$ cat src/rtl/mem_interface_if.sv
// Signal bundle between the CPU-side controller/RAM environment and the mem_interface unit.
// slave: the mem_interface unit itself; master: everything around it (control, bus, memory_ram).
// err is present only when MEM_RANGE_CHECK_EN is defined.
interface mem_interface_if #(
    parameter int ADDR_WIDTH = 9,
    parameter int DATA_WIDTH = 32
);
    logic [DATA_WIDTH-1:0] bus_in;
    logic                  mar_in;
    logic                  mdr_in;
    logic                  mem_rd;
    logic                  mem_wr;
    logic [DATA_WIDTH-1:0] mdr_out;
    logic [ADDR_WIDTH-1:0] mar_out;
    logic                  busy;
    logic                  done;
    logic [ADDR_WIDTH-1:0] ram_addr;
    logic [DATA_WIDTH-1:0] ram_wdata;
    logic                  ram_read;
    logic                  ram_write;
    logic [DATA_WIDTH-1:0] ram_rdata;
`ifdef MEM_RANGE_CHECK_EN
    logic                  err;
`endif

    modport slave (
        input  bus_in, mar_in, mdr_in, mem_rd, mem_wr, ram_rdata,
        output mdr_out, mar_out, busy, done, ram_addr, ram_wdata, ram_read, ram_write
`ifdef MEM_RANGE_CHECK_EN
        , output err
`endif
    );

    modport master (
        output bus_in, mar_in, mdr_in, mem_rd, mem_wr, ram_rdata,
        input  mdr_out, mar_out, busy, done, ram_addr, ram_wdata, ram_read, ram_write
`ifdef MEM_RANGE_CHECK_EN
        , input err
`endif
    );
endinterface

$ cat src/rtl/mem_interface.sv
// mem_interface: holds MAR/MDR, sequences memory_ram read/write strobes and captures read data.
// Latency: read 3+WAIT_STATES, write 2+WAIT_STATES cycles from the request edge to the done pulse.
// Backpressure: none; requests and MAR/MDR loads arriving while busy or in the done cycle are dropped.
// Optional MEM_RANGE_CHECK_EN: a MAR load with upper bus bits set makes the next request finish at once with err.
module mem_interface #(
    parameter int ADDR_WIDTH  = 9,
    parameter int DATA_WIDTH  = 32,
    parameter int WAIT_STATES = 0
) (
    input  logic           clk,
    input  logic           clr_n,
    mem_interface_if.slave bus
);
    typedef enum logic [2:0] {
        S_IDLE, S_RD_STROBE, S_WR_STROBE, S_WAIT, S_CAPTURE, S_DONE
    } state_t;

    localparam bit         HAS_WAIT  = (WAIT_STATES > 0);
    // Last count value of the wait phase; unused when there are no wait states.
    localparam logic [3:0] WAIT_LAST = 4'(WAIT_STATES - 1);

    state_t                state;
    state_t                state_nxt;
    logic [ADDR_WIDTH-1:0] mar;
    logic [DATA_WIDTH-1:0] mdr;
    logic [3:0]            wait_cnt;
    logic                  dir_rd;
    logic                  busy_q;
    logic                  done_q;
    logic                  ram_read_q;
    logic                  ram_write_q;
    logic                  req;
    logic                  req_oob;

    assign req = bus.mem_rd | bus.mem_wr;

`ifdef MEM_RANGE_CHECK_EN
    logic mar_hi;
    logic err_q;

    // Judge the MAR the request will actually use, including a load in the same cycle.
    assign req_oob = bus.mar_in ? (|bus.bus_in[DATA_WIDTH-1:ADDR_WIDTH]) : mar_hi;

    // Remember whether the last MAR load overflowed; err marks the done cycle of a rejected request.
    always_ff @(posedge clk or negedge clr_n) begin
        if (!clr_n) begin
            mar_hi <= 1'b0;
            err_q  <= 1'b0;
        end else begin
            if (state == S_IDLE && bus.mar_in)
                mar_hi <= |bus.bus_in[DATA_WIDTH-1:ADDR_WIDTH];
            err_q <= (state == S_IDLE) && req && req_oob;
        end
    end

    assign bus.err = err_q;
`else
    assign req_oob = 1'b0;
`endif

    // Next-state selection; read wins over a simultaneous write.
    always_comb begin
        state_nxt = state;
        case (state)
            S_IDLE: begin
                if (req)
                    state_nxt = req_oob ? S_DONE : (bus.mem_rd ? S_RD_STROBE : S_WR_STROBE);
            end
            S_RD_STROBE: state_nxt = HAS_WAIT ? S_WAIT : S_CAPTURE;
            S_WR_STROBE: state_nxt = HAS_WAIT ? S_WAIT : S_DONE;
            S_WAIT: begin
                if (wait_cnt == WAIT_LAST)
                    state_nxt = dir_rd ? S_CAPTURE : S_DONE;
            end
            S_CAPTURE:   state_nxt = S_DONE;
            S_DONE:      state_nxt = S_IDLE;
            default:     state_nxt = S_IDLE;
        endcase
    end

    // FSM state plus outputs registered from the state being entered.
    always_ff @(posedge clk or negedge clr_n) begin
        if (!clr_n) begin
            state       <= S_IDLE;
            busy_q      <= 1'b0;
            done_q      <= 1'b0;
            ram_read_q  <= 1'b0;
            ram_write_q <= 1'b0;
            wait_cnt    <= 4'd0;
            dir_rd      <= 1'b0;
        end else begin
            state       <= state_nxt;
            busy_q      <= (state_nxt == S_RD_STROBE) || (state_nxt == S_WR_STROBE) ||
                           (state_nxt == S_WAIT)      || (state_nxt == S_CAPTURE);
            done_q      <= (state_nxt == S_DONE);
            ram_read_q  <= (state_nxt == S_RD_STROBE);
            ram_write_q <= (state_nxt == S_WR_STROBE);
            wait_cnt    <= (state == S_WAIT) ? wait_cnt + 4'd1 : 4'd0;
            if (state == S_IDLE && req)
                dir_rd <= bus.mem_rd;
        end
    end

    // MAR/MDR only move while idle, so RAM inputs hold steady for the whole access.
    always_ff @(posedge clk or negedge clr_n) begin
        if (!clr_n) begin
            mar <= '0;
            mdr <= '0;
        end else if (state == S_IDLE) begin
            if (bus.mar_in)
                mar <= bus.bus_in[ADDR_WIDTH-1:0];
            if (bus.mdr_in)
                mdr <= bus.bus_in;
        end else if (state == S_CAPTURE) begin
            mdr <= bus.ram_rdata;
        end
    end

    assign bus.mdr_out   = mdr;
    assign bus.mar_out   = mar;
    assign bus.busy      = busy_q;
    assign bus.done      = done_q;
    assign bus.ram_addr  = mar;
    assign bus.ram_wdata = mdr;
    assign bus.ram_read  = ram_read_q;
    assign bus.ram_write = ram_write_q;
endmodule

$ cat src/flat_wrapper.sv
// flat-port wrapper written by rule: the top's interface ports become plain ports
module mem_interface_flat 
#(
    parameter int ADDR_WIDTH  = 9,
    parameter int DATA_WIDTH  = 32,
    parameter int WAIT_STATES = 0
)
  (clk, clr_n, bus_bus_in, bus_mar_in, bus_mdr_in, bus_mem_rd, bus_mem_wr, bus_ram_rdata, bus_mdr_out, bus_mar_out, bus_busy, bus_done, bus_ram_addr, bus_ram_wdata, bus_ram_read, bus_ram_write);
  mem_interface_if #(.ADDR_WIDTH(ADDR_WIDTH), .DATA_WIDTH(DATA_WIDTH)) bus_i ();
  input  logic clk;
  input  logic clr_n;
  input wire logic [$bits(bus_i.bus_in)-1:0] bus_bus_in;
  input wire logic [$bits(bus_i.mar_in)-1:0] bus_mar_in;
  input wire logic [$bits(bus_i.mdr_in)-1:0] bus_mdr_in;
  input wire logic [$bits(bus_i.mem_rd)-1:0] bus_mem_rd;
  input wire logic [$bits(bus_i.mem_wr)-1:0] bus_mem_wr;
  input wire logic [$bits(bus_i.ram_rdata)-1:0] bus_ram_rdata;
  output wire logic [$bits(bus_i.mdr_out)-1:0] bus_mdr_out;
  output wire logic [$bits(bus_i.mar_out)-1:0] bus_mar_out;
  output wire logic [$bits(bus_i.busy)-1:0] bus_busy;
  output wire logic [$bits(bus_i.done)-1:0] bus_done;
  output wire logic [$bits(bus_i.ram_addr)-1:0] bus_ram_addr;
  output wire logic [$bits(bus_i.ram_wdata)-1:0] bus_ram_wdata;
  output wire logic [$bits(bus_i.ram_read)-1:0] bus_ram_read;
  output wire logic [$bits(bus_i.ram_write)-1:0] bus_ram_write;
  assign bus_i.bus_in = bus_bus_in;
  assign bus_i.mar_in = bus_mar_in;
  assign bus_i.mdr_in = bus_mdr_in;
  assign bus_i.mem_rd = bus_mem_rd;
  assign bus_i.mem_wr = bus_mem_wr;
  assign bus_i.ram_rdata = bus_ram_rdata;
  assign bus_mdr_out = bus_i.mdr_out;
  assign bus_mar_out = bus_i.mar_out;
  assign bus_busy = bus_i.busy;
  assign bus_done = bus_i.done;
  assign bus_ram_addr = bus_i.ram_addr;
  assign bus_ram_wdata = bus_i.ram_wdata;
  assign bus_ram_read = bus_i.ram_read;
  assign bus_ram_write = bus_i.ram_write;
  mem_interface #(.ADDR_WIDTH(ADDR_WIDTH), .DATA_WIDTH(DATA_WIDTH), .WAIT_STATES(WAIT_STATES)) u_core (.clk(clk), .clr_n(clr_n), .bus(bus_i));
endmodule
$ cat config.mk
export PLATFORM = sky130hd
export DESIGN_NAME = mem_interface_flat
export DESIGN_NICKNAME = d
export VERILOG_FILES = /design/src/rtl/mem_interface_if.sv /design/src/rtl/mem_interface.sv /design/src/flat_wrapper.sv
export SDC_FILE = /design/constraint.sdc
export NUM_CORES = 1
export LEC_CHECK = 0
export BUFFER_PORTS_ARGS = -buffer_cell sky130_fd_sc_hd__buf_2
export CAP_MARGIN = 5
export CORE_MARGIN = 2
export CORE_UTILIZATION = 46
export DETAILED_ROUTE_END_ITERATION = 8
export GPL_ROUTABILITY_DRIVEN = 0
export PLACE_DENSITY = 0.85
export SLEW_MARGIN = 20
export SYNTH_ARGS = -nofsm -noshare
export SYNTH_HDL_FRONTEND = slang
export SYNTH_SLANG_ARGS = --single-unit
$ cat constraint.sdc
create_clock -name clk -period 3.3 [get_ports clk]
set_clock_uncertainty 0.1 [all_clocks]
set_input_delay 0.33 -clock clk [delete_from_list [all_inputs] [get_ports clk]]
set_output_delay 0.33 -clock clk [all_outputs]
set_load 0.1 [all_outputs]
==> summary.md, run 1 <==
The flow ran to the end, and the final reports show no timing, DRC or antenna violations. The share of the clock period used by the worst path after layout was 63.4%. In this run the worst hold path is classified as input pin to register. Fraction of registers with async set/reset: 100%.

Share of layout cells above drive strength 1: 49.3%. The repair_antennas step left the layout with diodes totalling 0. STA classifies the critical path startpoint as a register. The global router's overall resource usage is 19.7%. The smallest clock period supported by the final layout is computed as 2.09 ns. Net count reported at finish: 429.

The worst setup path is of the register to register kind. The number of nets handed over by synthesis was 319. For this run, the slowest stage of the critical path takes 0.72 ns. For the initial antenna violation count, the log shows 0. Dividing the synthesized area by the synthesized cell count gives 10.1 um^2. No sink is reached through more buffers than the 2 on the longest clock path.

For this run, design rule violations remaining after detail routing come to 0. Yosys attributes the largest share of cell area to dfrtp_1 (53%), buf_4 (13%), o22ai_1 (8.0%). The startpoint identified for the worst hold timing path is bus_mem_rd. The number of slew-limit violations in the final report was 0; the count of final hold-check violations was 0.

Gates resized during post-CTS repair numbered 0. The detailed router finished its first iteration with 80 violations. The first detailed-routing pass took 4 iterations. The logs give 5 for the total CTS buffers and 0.00313 mm^2 for the area of all placed cells without fillers. The routed wirelength normalized by instance count was 14.1 um; the vias after detailed routing was 2117.

The horizontal die dimension works out to 77.7 um. Headroom to the max-slew limit came out at 50.1%. 156 I/O pins were placed. Relative area change from synthesis to final layout: 25.2%. In this run the critical register-to-register path is launched from u_core.state[2]. The clock transition at the register clock pins on the worst setup and hold paths after CTS is 0.09 ns. The type of destination of the critical path is a register. Transition time at the pin with the least slew margin: 0.746 ns. The highest attainable clock frequency is 478 MHz. The commonest cells after synthesis are dfrtp_1 (53), buf_4 (42), o21ai_0 (36).

The clock net in this run drives a total of 53 sinks. The number of warnings issued by yosys was 0. The slowest stage of the critical path is the o21ai_4 cell.

The portion of synthesized cell area occupied by the leading cell type was 53.1%; the die height was 77.7 um. For the post-place setup slack, the log shows 1.24 ns. TritonCTS built the clock tree. The tools report the end of the worst hold path as u_core.bus.ram_write. Clock latency on the worst-skew pair, taken at its later pin, is 0.30 ns. The worst register-to-register path has a setup slack of 1.21 ns. Using the TritonRoute via totals, the vias-per-cell ratio works out to 4.93. The run gives 4.57 mm as the placed wire-length estimate after detailed placement. The predominant post-synthesis flop cell is dfrtp_1.

Critical path data arrival time: 2.16 ns. Walking the worst path, the cells encountered are o21ai_4 > buf_4 > o21ai_0. The full die area is 0.00603 mm^2, and the number of stages on the worst hold path is 2. For this run, the share of the core covered by cells in the final layout is 60.4%.

Counting every instance in the synthesized netlist gives 248. Entering global routing, the biggest net connects 54 pins. The first global-routing pass estimated 9.50 mm of wire.

For the post-detailed-placement cell area, the log shows 0.00302 mm^2. The residual overflow from global routing is 0, and the setup-violating endpoint count in the final report is 0. Counting flops and latches in the post-synthesis netlist gives 53. Of all nets on the critical path, the largest fanout is 39. The number of global-route vias before repair was 1997; the area of the core was 0.00517 mm^2. Endpoint of the worst register-to-register path: u_core.bus.mdr_out[11]. Setup slack closes at 1.21 ns. The run gives 3.37 ns as the data required time of the worst path. The worst-case reg-to-reg path depth was 3; the number of enable flip-flop cells after synthesis was 0. The clock root buffer was clkbuf_8.

CTS built an H-tree with a depth of 2. The routed design has 6.04 mm of wire. For the number of distinct standard cells referenced by the synthesized netlist, the log shows 25. dfrtp_1 takes more of the synthesized area than any other cell. The reported max-cap violation count is 0. Once detail routing completed, the nets flagged for antenna violations numbered 0. The count of buffers added on input and output ports is 155. The starting density of the core is 48.3%, and the row count is 26.

Setup repair after global routing left no endpoint under its margin. The share of the Yosys chip area taken by registers is 53.1%. In this run the cell area of the synthesized design comes to 0.00250 mm^2. The most frequently used cell type in the post-synthesis netlist was dfrtp_1.

Number of filler cells placed in the layout: 480. The final setup TNS is 0 ns.
sequential cells by signal (all words and copies together), names as in the netlist:
signal	flops
u_core.bus.done	1
u_core.wait_cnt	4
u_core.bus.mar_out	9
u_core.bus.ram_read	1
u_core.bus.busy	1
u_core.dir_rd	1
u_core.bus.ram_write	1
u_core.state	3
u_core.bus.mdr_out	32
worst max-delay path, delay by kind of cell, from the launching register on:
kind,cells,cell delay [ns]
AO/OA/AOI/OAI,2,0.85
flip-flops,1,0.64
buffers and inverters,1,0.36
final cells by class:
cell class / instances / area (um^2) / area share, %
Inverter: 1 / 3.75 / 0.120
Sequential cell: 53 / 1330 / 42.4
Timing Repair Buffer: 159 / 811 / 25.9
Tap cell: 70 / 87.6 / 2.80
Clock buffer: 7 / 96.3 / 3.08
Multi-Input combinational cell: 138 / 797 / 25.5
Clock inverter: 1 / 5.00 / 0.160
layer usage:
layer | track usage, % | vias to the layer above | wire (um)
met5 | 0 | - | 0
met3 | 3.26 | 9 | 426
li1 | - | 1041 | -
met4 | 6.61 | 0 | 90
met2 | 35.7 | 99 | 3070
met1 | 23.7 | 968 | 2450
worst max path at each step:
stage	cells after the start	to	slack, ns	from
4_1_cts	3	u_core.bus.mdr_out[11]	1.21	u_core.state[2]
3_3_place_gp	3	u_core.bus.mdr_out[0]	1.31	u_core.state[2]
3_5_place_dp	3	u_core.bus.mdr_out[8]	1.24	u_core.state[2]
6_report	3	u_core.bus.mdr_out[11]	1.21	u_core.state[2]
5_1_grt	4	u_core.bus.mdr_out[9]	1.0	u_core.state[2]
2_1_floorplan	1	bus_ram_wdata[0]	1.53	u_core.bus.mdr_out[0]
kinds of logic after synthesis:
kind of cell / share of synthesized area, %
AO/OA/AOI/OAI: 16.9
XOR/XNOR: 0.702
adder cells (fa/ha/maj): 0.501
buffers and inverters: 15.3
flip-flops: 53.1
multiplexers: 4.06
AND/OR/NAND/NOR: 9.42
cell usage in the layout (no fill, tap or decap), types with 2 or more instances in the layout:
cell / netlist / final
nand3_1: 2 / 2
buf_4: 42 / 4
o21ai_0: 36 / 36
buf_2: 8 / 154
dfrtp_1: 53 / 53
mux2_2: 9 / 9
nand2_1: 34 / 34
nand2b_1: 2 / 2
o21a_1: 2 / 2
nor2_1: 6 / 6
clkbuf_8: 0 / 7
and2_1: 4 / 4
o22ai_1: 32 / 32
what timing repair did:
action,in CTS,in global routing
buffers inserted,0,0
endpoints found under the hold margin,53,0
setup endpoints to repair,0,0
hold buffers,1,0
metrics by stage:
stage | instances | hold slack (ns)
6_report | 429 | 0.143
5_1_grt | 429 | 0.150
4_1_cts | 429 | 0.136
3_5_place_dp | 420 | 0.303
3_3_place_gp | 420 | 0.349
2_1_floorplan | 248 | -0.0656
Power of run 1 is not shown: default switching activity piles up to over one toggle a cycle in this logic, so the estimate is an artifact.
==> inputs of run 2 (changes only) <==
--- a/config.mk
+++ b/config.mk
@@ -8,10 +8,10 @@
 export BUFFER_PORTS_ARGS = -buffer_cell sky130_fd_sc_hd__buf_2
 export CAP_MARGIN = 5
 export CORE_MARGIN = 2
-export CORE_UTILIZATION = 46
+export CORE_UTILIZATION = 43
 export DETAILED_ROUTE_END_ITERATION = 8
 export GPL_ROUTABILITY_DRIVEN = 0
-export PLACE_DENSITY = 0.85
+export PLACE_DENSITY = 0.81
 export SLEW_MARGIN = 20
 export SYNTH_ARGS = -nofsm -noshare
 export SYNTH_HDL_FRONTEND = slang
==> constraint.sdc (replaced) <==
create_clock -name clk -period 2.03 [get_ports clk]
set_clock_uncertainty 0.1 [all_clocks]
set_input_delay 0.203 -clock clk [delete_from_list [all_inputs] [get_ports clk]]
set_output_delay 0.203 -clock clk [all_outputs]
set_load 0.1 [all_outputs]
==> run 2 against run 1 <==
Compared with the run above: final area grew 1.4%; non-clock buffer count grew 2; global-route usage shrank 2.0 points; critical path depth grew 2; die area grew 6.6%; highest routed layer unchanged; worst setup slack lost 0.92 ns; sequential share of layout area shrank 0.57 points; count of clock-buffer cells in the layout is the same; register-to-register slack lost 0.92 ns; hold slack lost 0.094 ns; final cell count grew 0.93%.
==> summary.md, run 2 (synthesis gave the netlist of run 1 again) <==
The run finished with clean final reports. STA classifies the critical path endpoint as a register. The per-cell via count in the routed design was 4.77; the total CTS buffers was 5. The worst register-to-register path begins at u_core.state[1]. Across all register-to-register paths, the minimum setup slack is 0.29 ns. Setup violations remaining at the end of the flow were counted as 0.

The tools report the endpoint of the worst register-to-register path as u_core.bus.done. For the final routed database, the setup TNS stands at 0 ns. Number of sinks driven by the clock tree: 53. The net count reported at finish was 431; the footprint of the multi-input gates was 797 um^2. In this run the vertical extent of the chip is 80.2 um.

The floorplan has 27 rows. Entering global routing, the biggest net connects 65 pins. Summing over every cut layer, the via total after detailed routing is 2064. Setup repair after global routing left no endpoint under its margin.

The run gives 1.89 ns as the critical path data arrival time. The end of the worst hold path was u_core.bus.mar_out[4]. The number of stages on the worst hold path came out at 2. The detail route stage leaves a number of antenna-violating nets equal to 0. The floorplan step set the die width to 80.2 um. The worst register-to-register path has a depth of 5.

TritonCTS built the clock tree. The tools report the full die area as 0.00643 mm^2. In this run the number of H-tree levels came out at 2. The first detailed-routing pass took 4 iterations. In this run the tightest slew margin relative to its limit is 67.3%. The top cell types in the final layout, fill and taps aside, are buf_2 (155), dfrtp_1 (53), o21ai_0 (36). The worst hold path begins at bus_bus_in[4]. The register with the most flip-flops in the layout has 32 of them. The top-level I/O count is 156, and the share of layout cells above drive strength 1 is 49.3%. In the finished design, the share of the clock period the worst path needs comes to 85.8%. The worst hold path belongs to the class input pin to register. Across the whole layout, storage elements account for 0.00133 mm^2. The classification of the worst setup path was register to register. The detailed-route wire length is 5.67 mm. The first routing iteration left 59 violations. Counting the fill cells in the layout gives 476. Clock-pin slew was measured on the worst setup and hold paths at 0.08 ns. The routed wirelength normalized by instance count works out to 13.1 um. The number of antenna diodes in the final layout is 0. The placed wire-length estimate after detailed placement was 4.31 mm; the count of final hold-check violations was 0.

The source-to-sink clock delay at the later pin of the worst-skew pair was 0.30 ns; the number of cells upsized or downsized after cts was 0. Transition time at the pin with the least slew margin: 0.494 ns. Global routing used 17.7% of the available tracks. Leaving out fill and tap cells, the most frequent cell in the layout is buf_2. Counting along the longest clock path gives a buffer depth of 2.

The worst-path maximum fanout was 35. For the initial antenna violation count, the log shows 0. The tool flagged a number of max-cap violations equal to 0. The logs give 0 for the residual overflow from global routing and 44.8% for the starting density of the core. The number of remaining DRC errors came out at 0. STA puts the critical path data required time at 2.17 ns. The count of buffers inserted at the top-level ports is 155, and the post-layout minimum cycle time is 1.74 ns. STA classifies the critical path startpoint as a register. Static timing analysis puts the maximum clock frequency at 574 MHz.

The core region is 0.00557 mm^2. The logs give 0 for the number of slew-limit violations in the final report and 1880 for the number of global-route vias before repair. The first global-routing pass estimated 8.79 mm of wire. Clock root buffer: clkbuf_8.

The area growth from synthesis to layout is 26.9%.
## run 2: critical path: stages, from the launching register on
cell and delay [ns]:
dfrtp_1 0.51, nor3_4 0.16, buf_4 0.37, nand2_1 0.14
o21ai_0 0.26, o21a_1 0.14
## run 2: final cells by class
| class | instances | share of cell area (%) |
|---|---|---|
| Sequential cell | 53 | 41.8 |
| Multi-Input combinational cell | 138 | 25.1 |
| Clock buffer | 7 | 3.04 |
| Tap cell | 72 | 2.84 |
| Inverter | 1 | 0.118 |
| Clock inverter | 1 | 0.158 |
| Timing Repair Buffer | 161 | 26.8 |
## run 2: per-layer routing
| layer | up-vias | track usage, % | routed length, um |
|---|---|---|---|
| li1 | 1043 | - | - |
| met4 | 0 | 4.58 | 68 |
| met3 | 5 | 3.93 | 387 |
| met1 | 930 | 21.2 | 2270 |
| met5 | - | 0 | 0 |
| met2 | 86 | 31.8 | 2940 |
## run 2: how the worst max path moves through the flow
stage,slack (ns),end,cells after the start,from
2_1_floorplan,0.39,bus_ram_wdata[0],1,u_core.bus.mdr_out[0]
3_3_place_gp,0.39,u_core.bus.mar_out[0],3,u_core.state[0]
3_5_place_dp,0.29,u_core.bus.done,5,u_core.state[1]
4_1_cts,0.26,u_core.bus.done,5,u_core.state[1]
5_1_grt,0.13,u_core.bus.done,5,u_core.state[1]
6_report,0.29,u_core.bus.done,5,u_core.state[1]
## run 2: stage by stage
step           worst slack [ns]  hold WS, ns  std cells  cell area [um^2]  util, %
2_1_floorplan             0.387       -0.193        248              2500        -
3_3_place_gp              0.394       0.0626        423              3050     54.7
3_5_place_dp              0.289       0.0668        423              3050     54.7
4_1_cts                   0.263       0.0400        433              3170     56.9
5_1_grt                   0.128       0.0330        433              3170     56.9
6_report                  0.289       0.0487        433              3170     56.9
## run 2: timing repair
item,in CTS,in global routing
endpoints found under the hold margin,18,0
setup buffers,0,0
hold buffers,2,0
Power of run 2 is left out for the same reason.
==> inputs of run 3 (changes only) <==
--- a/config.mk
+++ b/config.mk
@@ -5,13 +5,14 @@
 export SDC_FILE = /design/constraint.sdc
 export NUM_CORES = 1
 export LEC_CHECK = 0
+export ABC_AREA = 1
 export BUFFER_PORTS_ARGS = -buffer_cell sky130_fd_sc_hd__buf_2
 export CAP_MARGIN = 5
 export CORE_MARGIN = 2
-export CORE_UTILIZATION = 43
+export CORE_UTILIZATION = 44
 export DETAILED_ROUTE_END_ITERATION = 8
 export GPL_ROUTABILITY_DRIVEN = 0
-export PLACE_DENSITY = 0.81
+export PLACE_DENSITY = 0.8
 export SLEW_MARGIN = 20
 export SYNTH_ARGS = -nofsm -noshare
 export SYNTH_HDL_FRONTEND = slang
==> run 3 against run 2 <==
Compared with the run above: register-to-register slack got worse by 0.03 ns; die area rose by 6.8%; hold slack got worse by 0.0050 ns; maximum frequency fell by 1.6%; via count rose by 24%; count of clock-buffer cells in the layout did not move; wire length rose by 24%; highest routed layer unchanged.
==> summary.md, run 3 <==
The run finished with clean final reports. In the final layout, the share of cells above drive strength 1 is 42.6%. The flip-flop count of the largest register, all copies and words added was 32. In the routed design, unresolved DRC markers number 0.

The most common cell after layout, fill and taps aside was buf_2. The area growth from synthesis to layout is 21.8%. For this block, the initial DRC count from the detailed router was 134. The initial antenna violation count came out at 0. Headroom to the max-slew limit came out at 55.3%. Setup repair after global routing left no endpoint under its margin.

The logs give 0 for the reported max-cap violation count and 0 for the number of slew-limit violations in the final report. In the final routed layout, each cell accounts on average for 14.1 um. For the largest net degree at the start of global routing, the log shows 38.

The total CTS buffers is 5. After synthesis, the largest area contributor takes up 48.4% of total cell area. The clock period could shrink to 1.77 ns. The total area inside the core boundary comes to 0.00596 mm^2. The run gives 53 as the number of sinks driven by the clock tree. In this run the cell area measured after placement is 0.00324 mm^2. Among all flip-flop cells after synthesis, the most frequent one is dfrtp_1. TritonCTS built the clock tree.

The count of final hold-check violations is 0. The run gives 28 as the row count. The run gives 0 as the setup-violating endpoint count in the final report. The flop and latch count out of synthesis was 53. The tools report the data required time of the worst path as 2.15 ns. Of all flip-flops after synthesis, the portion carrying an async set or reset was 100%. The first global-routing pass estimated 11.4 mm of wire. The cell area after synthesis is 0.00274 mm^2, and the number of global-route vias before repair is 2483. The number of antenna diodes in the final layout is 0. The number of distinct standard cells referenced by the synthesized netlist is 24, and the global router's overall resource usage is 20.0%.

The post-CTS setup-driven buffer insertion count is 0, and the transition time at the pin with the least slew margin is 0.669 ns. Ranked by instance count, the synthesized netlist is headed by o21ai_0 (67), dfrtp_1 (53), buf_4 (45). After routing the design area is 0.00334 mm^2.

The root buffer cell chosen for the clock tree is clkbuf_8. Global routing finished with a remaining overflow of 0. The vias after detailed routing was 2552. Dividing the final minimum period by the clock period gives 87.1%. The min-delay analysis places its worst path in the category input pin to register. In this run the remaining antenna-violating nets after routing total 0. Data arrives at the worst endpoint at 1.89 ns.

Ranked by total cell area, the synthesized netlist is headed by dfrtp_1 (48%), buf_4 (12%), o21ai_0 (12%). The number of nets handed over by synthesis was 386. The floorplan step defined a die boundary enclosing 0.00687 mm^2. The clock transition at the register clock pins on the worst setup and hold paths after CTS was 0.09 ns. Of all nets on the critical path, the largest fanout is 32.

The die height came out at 82.9 um. Share of the core filled with cells: 56.0%. For this configuration, the core starts out at a cell density of 46.0%. The top-level I/O count was 156.

In the post-synthesis netlist, the cell with the most instances is o21ai_0. The count of buffers inserted at the top-level ports is 155. The worst setup path is launched from a register. The post-synthesis instance total was 315. The biggest area contributor in the post-synthesis netlist is dfrtp_1.

Counting along the longest clock path gives a buffer depth of 2. STA classifies the critical path endpoint as a register. The per-cell via count in the routed design is 5.12. Sequential elements use 48.4% of the synthesized area. By startpoint and endpoint, the worst setup path is classified as register to register. The placed wire-length estimate after detailed placement is 5.13 mm, and the detailed-route wire length is 7.00 mm. Static timing analysis puts the maximum clock frequency at 565 MHz. The net count reported at finish came out at 494. For this run, the number of Yosys warnings is 0. For the source-to-sink clock delay at the later pin of the worst-skew pair, the log shows 0.30 ns. The synthesized area per cell came out at 8.69 um^2. In the layout the commonest cells are buf_2 (155), o21ai_0 (67), dfrtp_1 (53). The floorplan step set the die width to 82.9 um. The first TritonRoute pass finished after 4 iterations. The H-tree generated during clock tree synthesis spans 2 levels.

The number of enable flip-flop cells after synthesis was 0.
[run 3: through the flow]
step                      hold WS (ns)  cells  setup WS (ns)  setup TNS (ns)
after CTS                       0.0409    498          0.294               0
after global placement           0.147    490        -0.0412          -0.475
after floorplan                 -0.193    315          0.387               0
final                           0.0437    498          0.261               0
after detailed placement         0.158    490        -0.0732           -1.19
after global routing            0.0364    498          0.118               0
[run 3: repair_timing]
action,in CTS,in global routing
hold buffers,1,0
endpoints found under the hold margin,25,0
resized for setup,1,0
setup endpoints to repair,32,0
[run 3: cells by family after synthesis]
| logic type | Yosys count | share of synthesized area, % |
|---|---|---|
| AOI/OAI and AO/OA | 102 | 18.9 |
| and+or+nand+nor | 88 | 14.8 |
| buffers and inverters | 70 | 17.1 |
| DFF | 53 | 48.4 |
| xor gates and xnor gates | 1 | 0.320 |
| adders and majority gates | 1 | 0.457 |
[run 3: cell type report]
| class | instances | area, um^2 |
|---|---|---|
| Fill cell | 564 | 2620 |
| Sequential cell | 53 | 1330 |
| Multi-Input combinational cell | 192 | 948 |
| Timing Repair Buffer | 160 | 841 |
| Tap cell | 75 | 93.8 |
| Clock buffer | 7 | 86.3 |
| Inverter | 11 | 41.3 |
[run 3: worst paths after layout]
| kind | slack [ns] | start | endpoint | depth (start not counted) |
|---|---|---|---|---|
| max reg2reg | 0.26 | u_core.state[1] | u_core.bus.mdr_out[26] | 5 |
| min in group asynchronous | 0.36 | clr_n | u_core.bus.mdr_out[22] | 2 |
| max in group asynchronous | 0.90 | clr_n | u_core.bus.busy | 3 |
| max | 0.26 | u_core.state[1] | u_core.bus.mdr_out[26] | 5 |
| min reg2reg | 0.37 | u_core.wait_cnt[0] | u_core.wait_cnt[0] | 1 |
| min | 0.04 | bus_bus_in[4] | u_core.bus.mar_out[4] | 3 |
[run 3: routing by layer]
layer  GRT usage [%]  part of all wire (%)  up-vias  wire (um)
met5               0                     0        -          0
met4            5.51                  0.89        0         62
met3            5.47                   7.8        6        548
met2            36.1                    51      115       3560
met1            23.2                    40     1215       2820
li1                -                     -     1216          -
[run 3: critical path, stage by stage (launching register included)]
cell     delay (ns)
dfrtp_1        0.42
inv_2          0.11
nand2_4        0.14
nor2_4         0.49
o21ai_0        0.22
o21ai_1        0.19
Power of run 3 is left out for the same reason.
